==> src/rtl/key_pulse_gen.sv <==
// key_pulse_gen: synchronises, debounces and strobes three front-panel keys (left, right, mode).
// Define KEY_REPEAT_EN to build hold-to-auto-repeat on the left/right keys.
module key_pulse_gen #(
  parameter int DEBOUNCE_CYCLES = 1000000,
  parameter int REPEAT_DELAY    = 25000000,
  parameter int REPEAT_PERIOD   = 5000000,
  parameter bit KEY_ACTIVE_LOW  = 1'b1,
  parameter int NUM_MODES       = 5
) (
  input  logic       clk,
  input  logic       rst,
  input  logic       key_l_raw,
  input  logic       key_r_raw,
  input  logic       key_m_raw,
  output logic       L_pulse,
  output logic       R_pulse,
  output logic [2:0] current_mode
);

  localparam int NK    = 3;
  localparam int KEY_L = 0;
  localparam int KEY_R = 1;
  localparam int KEY_M = 2;

  localparam int MAX_DR  = (DEBOUNCE_CYCLES > REPEAT_DELAY) ? DEBOUNCE_CYCLES : REPEAT_DELAY;
  localparam int MAX_CNT = (MAX_DR > REPEAT_PERIOD) ? MAX_DR : REPEAT_PERIOD;
  localparam int CNT_W   = $clog2(MAX_CNT);

  localparam logic [CNT_W-1:0] DB_LAST   = CNT_W'(DEBOUNCE_CYCLES - 1);
`ifdef KEY_REPEAT_EN
  localparam logic [CNT_W-1:0] RD_LAST   = CNT_W'(REPEAT_DELAY - 1);
  localparam logic [CNT_W-1:0] RP_LAST   = CNT_W'(REPEAT_PERIOD - 1);
`endif
  localparam logic [2:0]       MODE_LAST = 3'(NUM_MODES - 1);
  localparam logic             REL_LEVEL = KEY_ACTIVE_LOW;

  typedef enum logic [2:0] {
    IDLE,
    DB_PRESS,
    HELD,
    DB_REL
`ifdef KEY_REPEAT_EN
    , REPEAT
`endif
  } key_state_e;

  logic [NK-1:0] raw_keys;
  logic [NK-1:0] sync1;
  logic [NK-1:0] sync2;
  logic [NK-1:0] key_s;
  logic [NK-1:0] evt;

  key_state_e       state_q [NK];
  key_state_e       state_d [NK];
  logic [CNT_W-1:0] cnt_q   [NK];
  logic [CNT_W-1:0] cnt_d   [NK];

  assign raw_keys = {key_m_raw, key_r_raw, key_l_raw};

  // Synchronisers clear to the released level so reset never looks like a press.
  always_ff @(posedge clk) begin
    // NOTE: sequential state uses non-blocking assignments so every flop samples pre-edge values.
    if (rst) begin
      sync1 <= {NK{REL_LEVEL}};
      sync2 <= {NK{REL_LEVEL}};
    end else begin
      sync1 <= raw_keys;
      sync2 <= sync1;
    end
  end

  assign key_s = KEY_ACTIVE_LOW ? ~sync2 : sync2;

  always_ff @(posedge clk) begin
    if (rst) begin
      for (int k = 0; k < NK; k++) begin
        state_q[k] <= IDLE;
        cnt_q[k]   <= '0;
      end
    end else begin
      for (int k = 0; k < NK; k++) begin
        state_q[k] <= state_d[k];
        cnt_q[k]   <= cnt_d[k];
      end
    end
  end

  always_comb begin
    // NOTE: defaults first so every path assigns every output and no latch is inferred.
    state_d = state_q;
    cnt_d   = cnt_q;
    evt     = '0;
    for (int k = 0; k < NK; k++) begin
      case (state_q[k])
        IDLE: begin
          if (key_s[k]) begin
            state_d[k] = DB_PRESS;
            cnt_d[k]   = '0;
          end
        end
        DB_PRESS: begin
          if (!key_s[k]) begin
            state_d[k] = IDLE;
          end else if (cnt_q[k] == DB_LAST) begin
            evt[k]     = 1'b1;
            state_d[k] = HELD;
            cnt_d[k]   = '0;
          end else begin
            cnt_d[k] = cnt_q[k] + CNT_W'(1);
          end
        end
        HELD: begin
          if (!key_s[k]) begin
            state_d[k] = DB_REL;
            cnt_d[k]   = '0;
          end
`ifdef KEY_REPEAT_EN
          else if (k != KEY_M) begin
            if (cnt_q[k] == RD_LAST) begin
              evt[k]     = 1'b1;
              state_d[k] = REPEAT;
              cnt_d[k]   = '0;
            end else begin
              cnt_d[k] = cnt_q[k] + CNT_W'(1);
            end
          end
        end
        REPEAT: begin
          if (!key_s[k]) begin
            state_d[k] = DB_REL;
            cnt_d[k]   = '0;
          end else if (cnt_q[k] == RP_LAST) begin
            evt[k]   = 1'b1;
            cnt_d[k] = '0;
          end else begin
            cnt_d[k] = cnt_q[k] + CNT_W'(1);
          end
`endif
        end
        DB_REL: begin
          // A bounce back to pressed restarts the release count without raising anything.
          if (key_s[k]) begin
            cnt_d[k] = '0;
          end else if (cnt_q[k] == DB_LAST) begin
            state_d[k] = IDLE;
            cnt_d[k]   = '0;
          end else begin
            cnt_d[k] = cnt_q[k] + CNT_W'(1);
          end
        end
        default: begin
          state_d[k] = IDLE;
          cnt_d[k]   = '0;
        end
      endcase
    end
  end

  // Coincident left/right events cancel so the adjuster never sees both strobes.
  always_ff @(posedge clk) begin
    if (rst) begin
      L_pulse      <= 1'b0;
      R_pulse      <= 1'b0;
      current_mode <= '0;
    end else begin
      L_pulse <= evt[KEY_L] & ~evt[KEY_R];
      R_pulse <= evt[KEY_R] & ~evt[KEY_L];
      if (evt[KEY_M]) begin
        current_mode <= (current_mode == MODE_LAST) ? 3'd0 : current_mode + 3'd1;
      end
    end
  end

endmodule
==> config.mk <==
export PLATFORM = sky130hd
export DESIGN_NAME = key_pulse_gen
export DESIGN_NICKNAME = d
export VERILOG_FILES = /design/src/rtl/key_pulse_gen.sv
export SDC_FILE = /design/constraint.sdc
export NUM_CORES = 1
export LEC_CHECK = 0
export ABC_AREA = 1
export CAP_MARGIN = 20
export CORE_ASPECT_RATIO = 0.9
export CORE_MARGIN = 5
export CORE_UTILIZATION = 38
export CTS_BUF_LIST = sky130_fd_sc_hd__clkbuf_8
export DETAILED_ROUTE_END_ITERATION = 7
export PLACE_DENSITY = 0.55
export SKIP_LAST_GASP = 1
export SYNTH_ARGS = -nofsm -noshare
export SYNTH_HDL_FRONTEND = slang
export SYNTH_SLANG_ARGS = --single-unit
export TNS_END_PERCENT = 100
==> constraint.sdc <==
create_clock -name clk -period 2.1 [get_ports clk]
set_input_delay 0.21 -clock clk [delete_from_list [all_inputs] [get_ports clk]]
set_output_delay 0.21 -clock clk [all_outputs]
set_load 0.1 [all_outputs]
---- Yosys cells after proc, flatten, opt, wreduce, memory -nomap -nowiden ----
Cells that the tools add are included.
storage, ports and cells
  bits in registers ....................... 95
  input port bits ......................... 5
  output and inout port bits .............. 5
  logic and storage cells ................. 109
operators by class
  add/sub/neg operators ................... 4
  equality and inequality tests ........... 31
  multiplexer cells ....................... 49
  bitwise gates (word level) .............. 5
  reduce and logical (&&, ||, !) cells .... 9
operator list
  cell                     number
  $mux W25                 15
  $pmux W25 S4             3
  $add A25 B1 Y25 const B  3
  $eq A25 B20 Y1 const B   3
  $mux W3                  19
  $pmux W3 S4              3
  $ne A2 B2 Y1 const B     15
  $eq A3 B2 Y1 const B     6
  $reduce_and A5 Y1        3
  $eq A3 B1 Y1 const B     3
  $logic_not A3 Y1         3
  $mux W1                  9
  $ne A3 B3 Y1 const B     3
  $reduce_and A3 Y1        3
  $add A3 B1 Y3 const B    1
  $eq A3 B3 Y1 const B     1
  $not A3 Y3               1
  $and A1 B1 Y1            2
  $not A1 Y1               2

---- Logic depth before layout (Yosys ltp) ----
Gate-level depths: netlist (run 1).
  depth in word-level cells ............... 6
  depth in mapped cells ................... 11
  gate-level depth less buffers ........... 11

---- Worst setup path before layout (run 1) ----
No wires, ideal clock.
  kind .................................... register -> register
  start ................................... register current_mode[0]
  end ..................................... register current_mode[2]
  setup time .............................. 70 ps
  arrival time ............................ 1892 ps
  required time ........................... 2030 ps
  path slack .............................. 138 ps
  stages on the path, launching flop included .. 7
  path buffers ............................ 0
  clock period less this slack ............ 1962 ps
  cell sequence ........................... dfxtp_1 -> ha_1 -> inv_1 -> or2_2 -> a21oi_1 -> nand4_1 -> a21oi_1
between the ends
  cells in the longest elaborated chain, start to end .. 2
  elaborated cells between the ends (all ways) .. 3
  classes of those cells .................. add/sub (1); eq/ne (1); mux (1)
ends and longest elaborated chain
  item                                           RTL line  RTL
  from (decl)                                    17        output logic [2:0] current_mode
  from (signal assigned)                         169       current_mode <= (current_mode == MODE_LAST) ? 3'd0 : current_mode + 3'd1;
  $add A3 B1 Y3 or $eq A3 B3 Y1 (tied branches)  169
  $mux W3 *                                      169
Every way passes the cells marked *; elsewhere a longest branch is shown, timed or not.
A chain may end at the register's enable or synchronous reset.

---- Worst setup path after layout (run 1) ----
  start ................................... register cnt_q[51] in the netlist's numbering
  end ..................................... register cnt_q[57] in the netlist's numbering
between the ends
  cells in the longest elaborated chain, start to end .. 4
  elaborated cells between the ends (all ways) .. 6
  classes of those cells .................. add/sub (1); eq/ne (1); mux (4)
ends and longest elaborated chain
  item                                               RTL line  RTL
  from (decl)                                        55        logic [CNT_W-1:0] cnt_q [NK];
  from (signal, indexed assignment)                  83        cnt_q[k] <= cnt_d[k];
  $add A25 B1 Y25 or $eq A25 B20 Y1 (tied branches)  --
  $mux W25 *                                         104, 144
  $mux W25, on equally long branches                 142, 102
  $pmux W25 S4 *                                     94        case (state_q[k])
Every way passes the cells marked *; elsewhere a longest branch is shown, timed or not. The select of a mux whose other input is x is not followed.

==> results of run 1 <==
==> worst min path at each step <==
stage                   start       end  slack, ns  cells after the start
floorplan           key_l_raw  sync1[0]       0.31                      1
global placement     sync1[2]  sync2[2]       0.39                      1
detailed placement   sync1[2]  sync2[2]       0.39                      1
CTS                 key_l_raw  sync1[0]       0.38                      2
global route        key_l_raw  sync1[0]       0.38                      2
finish              key_l_raw  sync1[0]       0.40                      2
==> repair_timing <==
item	4_1_cts	5_1_grt
resized for setup	0	1
setup buffers	0	0
endpoints found under the setup margin	0	2
hold buffers	0	0
==> power by group through the flow <==
stage | sequential (W) | clock (W) | combinational [W]
finish | 0.00176 | 0.00125 | 0.0000978
global route | 0.00176 | 0.00139 | 0.000110
floorplan | 0.00180 | 0 | 0.0000828
global placement | 0.00180 | 0 | 0.0000979
detailed placement | 0.00180 | 0 | 0.0000986
CTS | 0.00176 | 0.00131 | 0.0000994
==> critical path, stage by stage (launching register included) <==
cell and delay, ns:
sky130_fd_sc_hd__dfxtp_1 0.36, sky130_fd_sc_hd__ha_1 0.21, sky130_fd_sc_hd__nand2_1 0.08, sky130_fd_sc_hd__nor2_1 0.11, sky130_fd_sc_hd__nand2_2 0.12, sky130_fd_sc_hd__nor2_1 0.16
sky130_fd_sc_hd__nand2_1 0.11, sky130_fd_sc_hd__nand2_1 0.09, sky130_fd_sc_hd__nand2_1 0.07, sky130_fd_sc_hd__nand2_2 0.34, sky130_fd_sc_hd__nor2_1 0.09
==> metrics by stage <==
stage	setup WS [ns]	total power [W]	hold slack, ns	util	cell area (µm²)
after floorplan	0.138	0.00188	0.314	-	5130
after global placement	0.314	0.00190	0.393	0.402	5360
after detailed placement	0.255	0.00190	0.394	0.402	5360
after CTS	0.212	0.00317	0.380	0.418	5560
after global routing	0.0115	0.00325	0.377	0.418	5560
final	0.225	0.00311	0.401	0.418	5560
==> area by class of cell <==
class,instances,area [µm²],share of cell area
Clock buffer,11,151,0.0272
Timing Repair Buffer,11,92.6,0.0166
Multi-Input combinational cell,556,2830,0.508
Inverter,102,387,0.0695
Clock inverter,5,52.6,0.00944
Tap cell,168,210,0.0378
Sequential cell,92,1840,0.331
==> sequential cells by signal, summed over array words and instances, names as in the netlist <==
signal	flops
sync1	3
sync2	3
cnt_q	75
state_q	6
current_mode	3
R_pulse	1
L_pulse	1
==> Yosys cell counts <==
library cell / n / share of area
sky130_fd_sc_hd__buf_6: 6 / 0.013
sky130_fd_sc_hd__and3_1: 1 / 0.0012
sky130_fd_sc_hd__nor2_2: 9 / 0.011
sky130_fd_sc_hd__dfxtp_1: 92 / 0.36
sky130_fd_sc_hd__nor3b_1: 1 / 0.0015
sky130_fd_sc_hd__nor2b_1: 1 / 0.0012
sky130_fd_sc_hd__nor3_2: 3 / 0.0059
sky130_fd_sc_hd__nor2_4: 6 / 0.013
sky130_fd_sc_hd__a21oi_1: 28 / 0.027
sky130_fd_sc_hd__xor2_1: 25 / 0.043
sky130_fd_sc_hd__nand2_4: 6 / 0.013
sky130_fd_sc_hd__inv_4: 1 / 0.0012
sky130_fd_sc_hd__or2_2: 9 / 0.011
sky130_fd_sc_hd__nor3b_2: 1 / 0.0024
sky130_fd_sc_hd__nand3_4: 1 / 0.0034
sky130_fd_sc_hd__nor4_1: 2 / 0.0024
sky130_fd_sc_hd__o21ai_2: 1 / 0.0017
sky130_fd_sc_hd__o21bai_1: 1 / 0.0015
sky130_fd_sc_hd__nand2_8: 1 / 0.0039
sky130_fd_sc_hd__a31o_2: 1 / 0.0017
sky130_fd_sc_hd__nor2_1: 130 / 0.095
sky130_fd_sc_hd__inv_1: 92 / 0.067
sky130_fd_sc_hd__o22ai_1: 2 / 0.0024
sky130_fd_sc_hd__a31oi_1: 1 / 0.0012
sky130_fd_sc_hd__a211oi_1: 2 / 0.0029
sky130_fd_sc_hd__clkbuf_1: 2 / 0.0015
sky130_fd_sc_hd__nand4_1: 29 / 0.035
sky130_fd_sc_hd__nand3b_1: 1 / 0.0015
sky130_fd_sc_hd__inv_2: 8 / 0.0059
sky130_fd_sc_hd__ha_1: 5 / 0.012
sky130_fd_sc_hd__o211ai_1: 1 / 0.0015
sky130_fd_sc_hd__nor3_1: 29 / 0.028
sky130_fd_sc_hd__nand3_2: 2 / 0.0039
sky130_fd_sc_hd__and2_1: 1 / 0.0012
sky130_fd_sc_hd__xnor2_1: 3 / 0.0051
sky130_fd_sc_hd__o21ai_0: 12 / 0.012
sky130_fd_sc_hd__nand3_1: 56 / 0.055
sky130_fd_sc_hd__clkinv_2: 1 / 0.00098
sky130_fd_sc_hd__nand2_1: 169 / 0.12
sky130_fd_sc_hd__nand2_2: 13 / 0.016
sky130_fd_sc_hd__o21ai_1: 1 / 0.00098
sky130_fd_sc_hd__nor2_8: 2 / 0.0078
==> routing by layer <==
metal	up-vias	global-route usage	wire, µm
met2	70	0.233	4870
met5	-	0	0
met3	15	0.0395	451
met1	2027	0.207	5820
li1	2445	-	-
met4	0	0.0494	170
==> kinds of logic (layout without fill, tap and decap cells) <==
kind of cell / count (synthesis) / count (layout) / synth area share
AND/OR/NAND/NOR: 473 / 473 / 0.438
buffers and inverters: 110 / 129 / 0.0900
flip-flops: 92 / 92 / 0.359
AO/OA/AOI/OAI: 50 / 50 / 0.0530
XOR/XNOR: 28 / 28 / 0.0478
adder cells (fa/ha/maj): 5 / 5 / 0.0122
==> summary by stage, run 1 <==
Run status
The run finished with clean final reports.

Pwr
Of the total power, the share spent switching nets is 0.232. The analysis attributes to cell leakage a power of 2.05 nW. The proportion of power drawn by the clock network is 0.403. The internal power contribution is roughly 0.0024 W.

The sequential group share of total power is 0.566. VDD sags by at most 0.000273 V. The share of total power dissipated in combinational logic is 0.031. The power per standard cell area is 558 nW/µm². The switching power is approximately 0.00072 W.

Die
The core region is around 13,000 µm². The horizontal extent of the die is roughly 130 µm. The I/O pin count is 10.

The height of the die is about 120 µm. The number of core rows is 40. The die covers 15,900 µm². The initial utilization of the core area, before any placement, comes to 0.385.

Clocking
Clock-pin slew was measured on the worst setup and hold paths at approximately 0.090 ns. The clock reaches the later pin of the worst-skew pair after roughly 0.38 ns. The number of sinks on the clock net is slightly above 90. In this run the clock root is driven by a sky130_fd_sc_hd__clkbuf_8. The buffer levels on the longest clock path is 2.

The number of buffers created by CTS is 9. The total number of H-tree levels is 3. TritonCTS built the clock tree.

Worst setup path
The endpoint of the most critical setup path is cnt_q[57]. The critical register-to-register path endpoint is cnt_q[57]. At the worst endpoint, the arrival time is roughly 2.1 ns.

The length in cells of the worst reg-to-reg path is 10. The largest driver fanout on the critical path is 21. The critical path is of the register to register type. The most critical setup path has its startpoint at cnt_q[51]. The slack of the worst reg-to-reg path is around 0.23 ns. The type of element launching the critical path is a register. The startpoint identified for the worst register-to-register timing path is cnt_q[51]. The required time of the critical path is roughly 2.4 ns. The kind of end point of the critical path is a register.

Global route
The via count of the first global-routing pass is between 4,000 and 5,000. In the global route stage, overall resource usage came out at 0.151. The number of antenna violations at the first check in global routing is 0. Entering global routing, the biggest net connects 24 pins. The first global-routing pass estimated about 20,000 µm of wire. After global routing the overflow that remains totals 0.

Routing
The vias per cell is between 4 and 5. After detailed routing, the total wire length is about 11,000 µm. The number of DRC markers in iteration 0 is about 320. The antenna violation net count after detailed routing is 0. Before antenna repair, the detailed router went through 5 iterations.

The total DRC errors in the routed layout is 0. The detail-routed net length per standard cell is about 12 µm. For this block, the via count after detailed routing is between 4,000 and 5,000.

Cells and area
The top cell types in the final layout, fill and taps aside, are sky130_fd_sc_hd__nand2_1, sky130_fd_sc_hd__nor2_1, sky130_fd_sc_hd__inv_1. The area added between synthesis and finish is 8.52%. The filler-free cell count of the finished design is roughly 950.

The number of diodes added for antenna fixing is 0. Of the cells placed in the final design, the portion with a size suffix greater than 1 is 0.111. The library cell used most frequently in the layout, excluding fill and tap cells, is sky130_fd_sc_hd__nand2_1. In the final design database the tool counted roughly 780 nets. Counting the fill cells in the layout gives 1,353.

STA
The upper clock frequency limit is about 530 MHz. The maximum clock skew at final layout is 0.0139 ns. Measured against its own limit, the worst slew margin works out to 0.566. The final-report hold violation count is 0. The number of failing setup endpoints in the final timing report is 0. The slew of the pin with the lowest slew margin is ~0.65 ns. Setup total negative slack on the finished layout was measured at 0 ns. The number of max-slew violations in the final report is 0.

Setup repair after global routing left no endpoint under its margin. The share of the cycle needed by the critical path after routing is 0.893. The final critical path time including I/O delays and setup is around 1.9 ns.

Synthesis
The Yosys step of the flow raised 0 warnings. Counting every instance in the synthesized netlist gives roughly 760. Of the synthesized area, sequential elements account for 0.359. Counting flops and latches in the post-synthesis netlist gives 92. The post-synth design cell area is just over 5000 µm².

Synthesis produced a netlist with a net count of approximately 770. The synthesized netlist contains 42 unique library cells. The per-instance average area after synthesis is slightly below 7 µm².

Place
In this run the tool buffered the top-level ports with 9 buffer cells. The cell total after placement is roughly 930. The final estimated routing congestion in global placement is between 0.8 and 0.9. Detailed placement ended at an HPWL of between 8000 and 9000 µm.

Hold path
The kind of path behind the tightest hold check is input pin to register.

Job
Max-cap violations in this run came to 0.
Note: power is estimated with default switching activity, not from simulation.
==> run 2, diff against run 1 <==
CORE_ASPECT_RATIO = 1.5   (was 0.9)
PLACE_DENSITY = not set   (was 0.55)
==> summary by stage, run 2 (same netlist as run 1, synthesis figures left out) <==
Routing
The antenna violation net count after detailed routing is 0. The detail-routed net length per standard cell is 11.8 µm. The routed layout has approximately 4,600 vias. The detailed router finished its first iteration with ~150 violations. The total wire length after detailed routing is between 10,000 and 15,000 µm. The vias per cell is approximately 5. Before antenna repair, the detailed router went through 5 iterations. In the routed design, unresolved DRC markers number 0.

Worst setup path
STA classifies the critical path endpoint as a register. The cell family contributing the most delay on the critical path is simple AND/OR/NAND/NOR gates. Of all nets on the critical path, the largest fanout is 21. The signal on the critical path passes through ha_1, nand2_1, nor2_1, nand2_2, nor2_1, nand2_1, nand2_1, nand2_1, nand2_2, nor2_1.

The highest cell delay on the worst timing path is roughly 0.36 ns. The arrival time at the worst endpoint is a little over 2 ns. The critical path is of the register to register type. Counting both buffers and inverters, the worst setup path holds a total of 0. The length in cells of the worst reg-to-reg path is 10.

For the worst setup path, the data required time is about 2.3 ns. Among all stages on the critical path, the largest delay is contributed by sky130_fd_sc_hd__dfxtp_1. Counting buffers and inverters, the worst setup path is 10 cells deep. The most numerous cell type found on the critical path is sky130_fd_sc_hd__nand2_1. STA classifies the critical path startpoint as a register.

Place
The port buffer count is 9. At the end of routability-driven placement, the weighted congestion stood at between 0.8 and 0.9. In this run the cell area measured after placement is approximately 5400 µm². The detailed placer's ending HPWL is ~8500 µm.

Clocking
The buffer levels on the longest clock path is 2. The clock tree from TritonCTS is done. For this design, the CTS-stage hold fixing added 0 buffers. The root buffer cell chosen for the clock tree is sky130_fd_sc_hd__clkbuf_8. The number of buffers created by CTS is 9. The clock reaches the later pin of the worst-skew pair after 0.36 ns.

The number of gates resized after CTS is 0. After clock tree synthesis, the clock-pin slew on the worst setup and hold paths is 0.08 ns. In this run the post-CTS setup repair buffer count came out at 0. The total number of H-tree levels is 3. Clock tree synthesis found a total of just over 90 sinks.

STA
The upper clock frequency limit is ~550 MHz. The share of the cycle needed by the critical path after routing is 0.864. Setup violations remaining at the end of the flow were counted as 0. The number of max-slew violations in the final report came to 0. For the final routed database, the setup TNS stands at 0 ns.

In this run the tightest slew margin relative to its limit is 0.723. Setup repair after global routing left no endpoint under its margin. The slew of the pin with the lowest slew margin is ~0.41 ns. The routed design could run at a clock period as short as 1.81 ns. The final-report hold violation count is 0. The maximum clock skew at final layout is roughly 0.015 ns.

Pwr
The sequential group share of total power is 0.572. The internal power contribution is around 0.0023 W. The relative contribution of combinational cells to total power is 0.033. For this design the total switching power over the nets is between 0.0007 and 0.0008 W. Power spread over the standard cell area amounts to ~550 nW/µm². The fraction of power spent switching nets is 0.238. The share of total power dissipated in the clock network is 0.395.

The peak ir drop on the vdd network is approximately 0.00034 V. The analysis attributes to cell leakage a power of 2.05 nW.

Run status
The run finished with clean final reports.

Hold path
The kind of path behind the tightest hold check is input pin to register. The worst hold path was traced through 2 stages.

Global route
The number of antenna violations at the first check in global routing came to 0. Entering global routing, the biggest net connects 24 pins. The via count of the first global-routing pass was between 4,000 and 5,000. The global-route wire length before repair is 19,700 µm.

The total congestion overflow is 0. For this run, the total global-route usage over all layers was measured as 0.145.

Cells and area
Compared with the post-synthesis result, the final layout area differs by 8.71%. Measured on the finished design, the core utilization comes to 0.416. Leaving out fill and tap cells, the most frequent cell in the layout is sky130_fd_sc_hd__nand2_1. The number of diodes added for antenna fixing is 0. The number of flip-flops in the largest register is 75. In the final layout, the registers with the most flip-flops are cnt_q x75, state_q x6.

The post-layout net count is ~800. The register with the most flip-flops is cnt_q. The proportion of layout cells with a drive suffix above 1 is 0.114. In the layout the commonest cells are sky130_fd_sc_hd__nand2_1, sky130_fd_sc_hd__nor2_1, sky130_fd_sc_hd__inv_1. The post-layout instance area is ~5600 µm².

Die
The die covers between 15,000 and 20,000 µm². The area of the core is around 13,000 µm². The initial core utilization is 0.383. The height of the die is ~150 µm. The number of core rows is 52. The I/O pin count is 10.

The floorplan step set the die width to 105 µm.

Job
Across the run, the number of max-cap violations was 0.
[run 2: metrics by stage]
stage	worst slack, ns	power (W)	hold WS (ns)	instances
finish	0.286	0.00307	0.413	941
global route	0.00423	0.00321	0.405	941
CTS	0.256	0.00313	0.396	941
detailed placement	0.284	0.00190	0.401	925
global placement	0.329	0.00190	0.393	925
floorplan	0.138	0.00188	0.314	758
[run 2: cell type report]
| class | instances | area [µm²] |
|---|---|---|
| tap | 162 | 203 |
| sequential | 92 | 1840 |
| fill | 1442 | 7830 |
| clock buffer | 9 | 124 |
| clock inverter | 7 | 75.1 |
| multi-input combinational | 556 | 2820 |
| timing repair buffer | 13 | 120 |
| inverter | 102 | 387 |
[run 2: worst paths after layout]
check                                from        end  slack, ns
worst max-delay path            cnt_q[51]  cnt_q[57]       0.29
worst min register to register   sync1[1]   sync2[1]       0.42
worst max register to register  cnt_q[51]  cnt_q[57]       0.29
worst min-delay path            key_r_raw   sync1[1]       0.41
[run 2: power by group through the flow]
stage	combinational (W)	clock, W	sequential (W)
6_report	0.000101	0.00121	0.00176
5_1_grt	0.000114	0.00134	0.00176
4_1_cts	0.000104	0.00126	0.00176
3_5_place_dp	0.000104	0	0.00180
3_3_place_gp	0.000104	0	0.00180
2_1_floorplan	0.0000828	0	0.00180
[run 2: layer usage]
metal,vias up,share of wire,wire (µm),global-route usage
met4,0,0.021,236,0.0585
met2,39,0.53,5940,0.267
met5,-,0,0,0
li1,2442,-,-,-
met3,16,0.017,191,0.0220
met1,2076,0.43,4780,0.164
